`src/rtl/serial_frame_tx.sv`:
```
// Serial frame transmitter: serializes {start, port, len, data[N-1:0], stop}
// onto a single idle-high line, advancing one bit per enabled clkEn tick.
module serial_frame_tx #(
  parameter int PORT_W = 2,
  parameter int LEN_W  = 4,
  parameter int DATA_W = 16
) (
  input  logic              clk,
  input  logic              rst,
  input  logic              clkEn,
  input  logic              start,
  input  logic [PORT_W-1:0] port,
  input  logic [LEN_W-1:0]  len,
  input  logic [DATA_W-1:0] data,
  output logic              SerOut,
  output logic              busy,
  output logic              Done
);

  localparam int CNT_W = (PORT_W > LEN_W) ? PORT_W : LEN_W;
  localparam int SEL_W = (DATA_W > CNT_W) ? DATA_W : CNT_W;

  typedef enum logic [2:0] {
    S_IDLE  = 3'd0,
    S_START = 3'd1,
    S_PORT  = 3'd2,
    S_LEN   = 3'd3,
    S_DATA  = 3'd4,
    S_STOP  = 3'd5
  } state_e;

  state_e              state_q, state_d;
  logic [PORT_W-1:0]   port_q, port_d;
  logic [LEN_W-1:0]    len_q, len_d;
  logic [DATA_W-1:0]   data_q, data_d;
  logic [CNT_W-1:0]    cnt_q, cnt_d;

  logic [SEL_W-1:0]    sel_vec;
  logic                sel_bit;

  // NOTE: every signal assigned in this block gets a hold/default value first,
  // so no path leaves a variable unassigned and no latch is inferred.
  always_comb begin
    state_d = state_q;
    port_d  = port_q;
    len_d   = len_q;
    data_d  = data_q;
    cnt_d   = cnt_q;

    if (clkEn) begin
      case (state_q)
        S_IDLE: begin
          if (start) begin
            port_d  = port;
            len_d   = len;
            data_d  = data;
            state_d = S_START;
          end
        end
        S_START: begin
          cnt_d   = CNT_W'(PORT_W - 1);
          state_d = S_PORT;
        end
        S_PORT: begin
          if (cnt_q == '0) begin
            cnt_d   = CNT_W'(LEN_W - 1);
            state_d = S_LEN;
          end else begin
            cnt_d = cnt_q - CNT_W'(1);
          end
        end
        S_LEN: begin
          if (cnt_q == '0) begin
            if (len_q == '0) begin
              state_d = S_STOP;
            end else begin
              cnt_d   = CNT_W'(len_q) - CNT_W'(1);
              state_d = S_DATA;
            end
          end else begin
            cnt_d = cnt_q - CNT_W'(1);
          end
        end
        S_DATA: begin
          if (cnt_q == '0) begin
            state_d = S_STOP;
          end else begin
            cnt_d = cnt_q - CNT_W'(1);
          end
        end
        S_STOP:  state_d = S_IDLE;
        default: state_d = S_IDLE;
      endcase
    end
  end

  // NOTE: sequential state uses non-blocking assignments only, so every flop
  // samples the pre-edge value of every other flop regardless of block order.
  // NOTE: the capture registers are ordinary flops (not a memory array), so
  // clearing them in reset is cheap and keeps the line state fully defined.
  always_ff @(posedge clk or negedge rst) begin
    if (!rst) begin
      state_q <= S_IDLE;
      port_q  <= '0;
      len_q   <= '0;
      data_q  <= '0;
      cnt_q   <= '0;
    end else begin
      state_q <= state_d;
      port_q  <= port_d;
      len_q   <= len_d;
      data_q  <= data_d;
      cnt_q   <= cnt_d;
    end
  end

  // Field currently being shifted out, zero-extended so one bit-select
  // expression serves port, length and data.
  always_comb begin
    sel_vec = '0;
    case (state_q)
      S_PORT:  sel_vec = SEL_W'(port_q);
      S_LEN:   sel_vec = SEL_W'(len_q);
      S_DATA:  sel_vec = SEL_W'(data_q);
      default: sel_vec = '0;
    endcase
    sel_bit = |(sel_vec & (SEL_W'(1) << cnt_q));
  end

  // Moore outputs: depend only on registered state, never on inputs.
  always_comb begin
    SerOut = 1'b1;
    busy   = 1'b0;
    Done   = 1'b0;
    case (state_q)
      S_IDLE:  SerOut = 1'b1;
      S_START: begin
        SerOut = 1'b0;
        busy   = 1'b1;
      end
      S_PORT, S_LEN, S_DATA: begin
        SerOut = sel_bit;
        busy   = 1'b1;
      end
      S_STOP: begin
        SerOut = 1'b1;
        busy   = 1'b1;
        Done   = 1'b1;
      end
      default: SerOut = 1'b1;
    endcase
  end

endmodule
```
`config.mk`:
```
export PLATFORM = sky130hd
export DESIGN_NAME = serial_frame_tx
export DESIGN_NICKNAME = d
export VERILOG_FILES = /design/src/rtl/serial_frame_tx.sv
export SDC_FILE = /design/constraint.sdc
export NUM_CORES = 1
export LEC_CHECK = 0
export ABC_AREA = 1
export CORE_AREA = 4 4 70 72
export CTS_CLUSTER_DIAMETER = 30
export DETAILED_ROUTE_END_ITERATION = 12
export DIE_AREA = 0 0 74 76
export PLACE_DENSITY = 0.66
export SLEW_MARGIN = 20
export SYNTH_ARGS = -nofsm -noshare
export SYNTH_HDL_FRONTEND = slang
export SYNTH_SLANG_ARGS = --single-unit
```
`constraint.sdc`:
```
create_clock -name clk -period 2.3 [get_ports clk]
set_input_delay 0.23 -clock clk [delete_from_list [all_inputs] [get_ports clk]]
set_output_delay 0.23 -clock clk [all_outputs]
set_load 0.005 [all_outputs]
```
==> results of run 1 <==
-- power by group through the flow --
stage          sequential, W  combinational [W]  clock, W
6_report            0.000943            0.00146  0.000468
5_1_grt             0.000981            0.00164  0.000489
4_1_cts             0.000944            0.00145  0.000468
3_5_place_dp        0.000939            0.00138         0
3_3_place_gp        0.000934            0.00137         0
2_1_floorplan       0.000884            0.00105         0
-- repair_timing --
item,CTS,global route
hold endpoints to repair,0,0
setup buffers,2,0
endpoints found under the setup margin,1,0
resized for setup,12,0
-- area by class of cell --
cell class | instances | area [µm²] | area share, %
well taps | 52 | 65.1 | 2.80
flip-flops and latches | 29 | 727 | 31.3
multi-input cells | 170 | 976 | 42.0
clock buffers | 7 | 96.3 | 4.15
repair buffers | 33 | 317 | 13.6
clock inverters | 1 | 5.00 | 0.216
inverters | 35 | 136 | 5.87
-- how the worst max path moves through the flow --
stage | to | slack, ns | cells past startpoint | from
after global routing | SerOut | 0.07 | 11 | cnt_q[1]$_DFFE_PN0P_
after detailed placement | SerOut | 0.11 | 11 | cnt_q[0]$_DFFE_PN0P_
final | SerOut | 0.23 | 9 | cnt_q[1]$_DFFE_PN0P_
after global placement | SerOut | 0.17 | 11 | cnt_q[0]$_DFFE_PN0P_
after CTS | SerOut | 0.22 | 9 | cnt_q[1]$_DFFE_PN0P_
after floorplan | SerOut | 0.80 | 10 | cnt_q[0]$_DFFE_PN0P_
-- stage by stage --
| stage | util [%] | hold WS [ns] | instances |
|---|---|---|---|
| 2_1_floorplan | - | -0.0656 | 240 |
| 3_3_place_gp | 50.4 | 0.470 | 317 |
| 3_5_place_dp | 50.4 | 0.473 | 317 |
| 4_1_cts | 54.1 | 0.342 | 327 |
| 5_1_grt | 54.1 | 0.366 | 327 |
| 6_report | 54.1 | 0.324 | 327 |
-- metal layers --
| layer | GRT usage, % | part of all wire [%] | routed length (µm) | up-vias |
|---|---|---|---|---|
| met5 | 0 | 0 | 0 | - |
| met4 | 6.34 | 2.4 | 94 | 0 |
| met3 | 3.69 | 4.8 | 189 | 9 |
| met2 | 22.9 | 46 | 1790 | 30 |
| met1 | 21.1 | 47 | 1850 | 704 |
| li1 | - | - | - | 829 |
-- cell families after synthesis --
kind of cell	after synthesis
AND/OR/NAND/NOR	124
buffers and inverters	41
AO/OA/AOI/OAI	37
flip-flops	29
adder cells (fa/ha/maj)	6
XOR/XNOR	3
-- cell usage after synthesis --
master,count
nand2_4,4
inv_1,30
dfrtp_1,29
nand3_1,29
a21oi_2,5
nand3b_1,1
o21ai_1,12
buf_6,4
nand3_4,2
nand2_2,1
inv_4,1
nor3_1,1
nor2_4,2
nand3_2,3
nor2_1,16
o21ai_2,6
ha_1,6
o21ai_0,9
nor2_2,2
a21oi_1,5
inv_2,4
xor2_1,2
nand2_1,62
nand4_1,1
xnor2_1,1
buf_2,2
-- placed cells by master (no fill, tap or decap), drive strengths merged --
master          n
a21oi          10
buf             5
clkbuf          7
clkdlybuf4s50  27
clkinv          1
dfrtp          29
dlygate4sd2     1
ha              6
inv            35
nand2          67
nand3          34
nand3b          1
nand4           1
nor2           20
nor3            1
o21ai          27
xnor2           1
xor2            2
-- state kept, by name (all words and copies together), names as in the netlist --
name and count:
data_q 16, cnt_q 4, len_q 4, state_q 3, port_q 2
-- critical path, stage by stage (launching register included) --
cell           delay, ns
dfrtp_1             0.42
buf_4               0.16
ha_4                0.17
nand3_1             0.07
nand2_1             0.05
o21ai_0             0.20
nand2_1             0.07
nand2_1             0.06
nand3_1             0.10
dlygate4sd2_1       0.28
==> flow_metrics.py, run 1 <==
metrics = {
    "power_and_ir_drop": {
        "power.internal_w": 0.00161,
        "clkPwrFrac_pct": 16.3,
        "p_per_area_nw_per_um2": 1240,
        "seq_power_share_pct": 32.9,
        "irDropWorstVdd_mv": 0.471,
        "comb_power_share_pct": 50.8,
        "p_leak_nw": 1.16,
        "p_sw_share_pct": 43.8,
        "power_w": 0.00287,
        "net-switching-power_w": 0.00126,
    },
    "clocking": {
        "cts_buffers": 5,
        "root_buffer": "clkbuf_8",
        "clkSinkCount": 29,
        "cts_buffer_depth": 2,
        "cts_max_level": 2,
        "tritoncts": "done",
        "clk_pin_slew_ns": 0.07,
        "clk_latency_ns": 0.28,
        "cts_hold_buf": 0,
    },
    "floorplan": {
        "core_um2": 4290,
        "die_h_um": 76,
        "start_util_pct": 43.1,
        "die-area_um2": 5620,
        "row_count": 24,
        "die_w_um": 74,
        "ios": 29,
    },
    "synthesis": {
        "synth.yosys.warnings": 0,
        "yosysTopAreaCellShare_pct": 39.2,
        "synth.area.mux_share_pct": 0,
        "ys_ff_latch": 29,
        "yosys.area_share.simple_pct": 32.9,
        "yosys.area_share.adder_pct": 4.06,
        "synth_cells": 240,
        "syn_nets": 272,
        "yosysSeqAreaShare_pct": 39.2,
        "postSynthAreaPerCell_um2": 7.71,
        "synth_compound_area_share_pct": 12.2,
        "synth_top_family_by_area": "simple AND/OR/NAND/NOR gates",
        "synth_cell_type_count": 26,
        "synth_area_leaders": "dfrtp_1 (39%), nand2_1 (13%), nand3_1 (7.8%)",
        "yosysTopAreaCell": "dfrtp_1",
        "syn_area_um2": 1850,
        "synthXorXnorAreaFrac_pct": 1.42,
    },
    "detailed_routing": {
        "vias": 1572,
        "drt_first_pass_iters": 4,
        "routedWlPerCell_um": 12.0,
        "drc": 0,
        "via_per_inst": 4.81,
        "routed_wl_um": 3920,
        "drt_iter0_markers": 73,
        "final_antenna_net_count": 0,
    },
    "sta": {
        "hold_violations": 0,
        "period_needed_ns": 2.07,
        "slew_viol_final": 0,
        "relSlewSlack_pct": 67.5,
        "min_period_over_period_pct": 90.2,
        "rsz0062_at_grt": "no",
        "layout_setup_ws_ns": 0.226,
        "tightestPinTransition_ns": 0.488,
        "clock_skew_ns": 0.00856,
        "setup_tns_ns": 0,
        "setup_viol": 0,
        "max_freq_ghz": 0.482,
    },
    "placement": {
        "place_congestion": 0.856,
        "place_area_um2": 2160,
        "dp_hpwl_um": 2770,
        "place_ws_ns": 0.109,
        "portBuffers": 28,
    },
    "finish": {
        "n_antenna_cell": 0,
        "finalNetCount": 306,
        "syn_to_final_growth_pct": 25.5,
        "fillers": 413,
        "fin_area_um2": 2320,
        "drive_above_1_share_pct": 18.2,
    },
    "critical_path": {
        "crit_fanout": 5,
        "crit_path_end_kind": "primary output",
        "worstRegToRegCells": 9,
        "cp.arrival_ns": 1.84,
        "reg2reg_from": "cnt_q[1]$_DFFE_PN0P_",
        "timing.rr.end": "cnt_q[1]$_DFFE_PN0P_",
        "cp.required_ns": 2.07,
        "criticalPathCategory": "reg -> out",
        "crit_path_start_kind": "flip-flop",
        "rrSetupSlack_ns": 0.70,
    },
    "global_route": {
        "grt_usage_pct": 15.4,
        "grt_pass1_wl_um": 6810,
        "gr-total-overflow": 0,
        "grt_pass1_vias": 1501,
        "antenna_found_initial": 0,
        "grt_max_degree": 45,
    },
    "min_path": {
        "hp-class": "in -> async",
    },
    "job": {
        "cap_violations": 0,
    },
    "outcome": {
        "status": "complete, no violations",
    },
}
(Power assumes the default switching activity.)
==> inputs of run 2 (changes only) <==
--- a/config.mk
+++ b/config.mk
@@ -8,8 +8,10 @@
 export ABC_AREA = 1
 export CORE_AREA = 4 4 70 72
 export CTS_CLUSTER_DIAMETER = 30
+export CTS_CLUSTER_SIZE = 16
 export DETAILED_ROUTE_END_ITERATION = 12
 export DIE_AREA = 0 0 74 76
+export HOLD_SLACK_MARGIN = 0.05
 export PLACE_DENSITY = 0.66
 export SLEW_MARGIN = 20
 export SYNTH_ARGS = -nofsm -noshare
==> results of run 2 <==
Same layout as run 1: the final DEF is identical, and so are final timing and power.
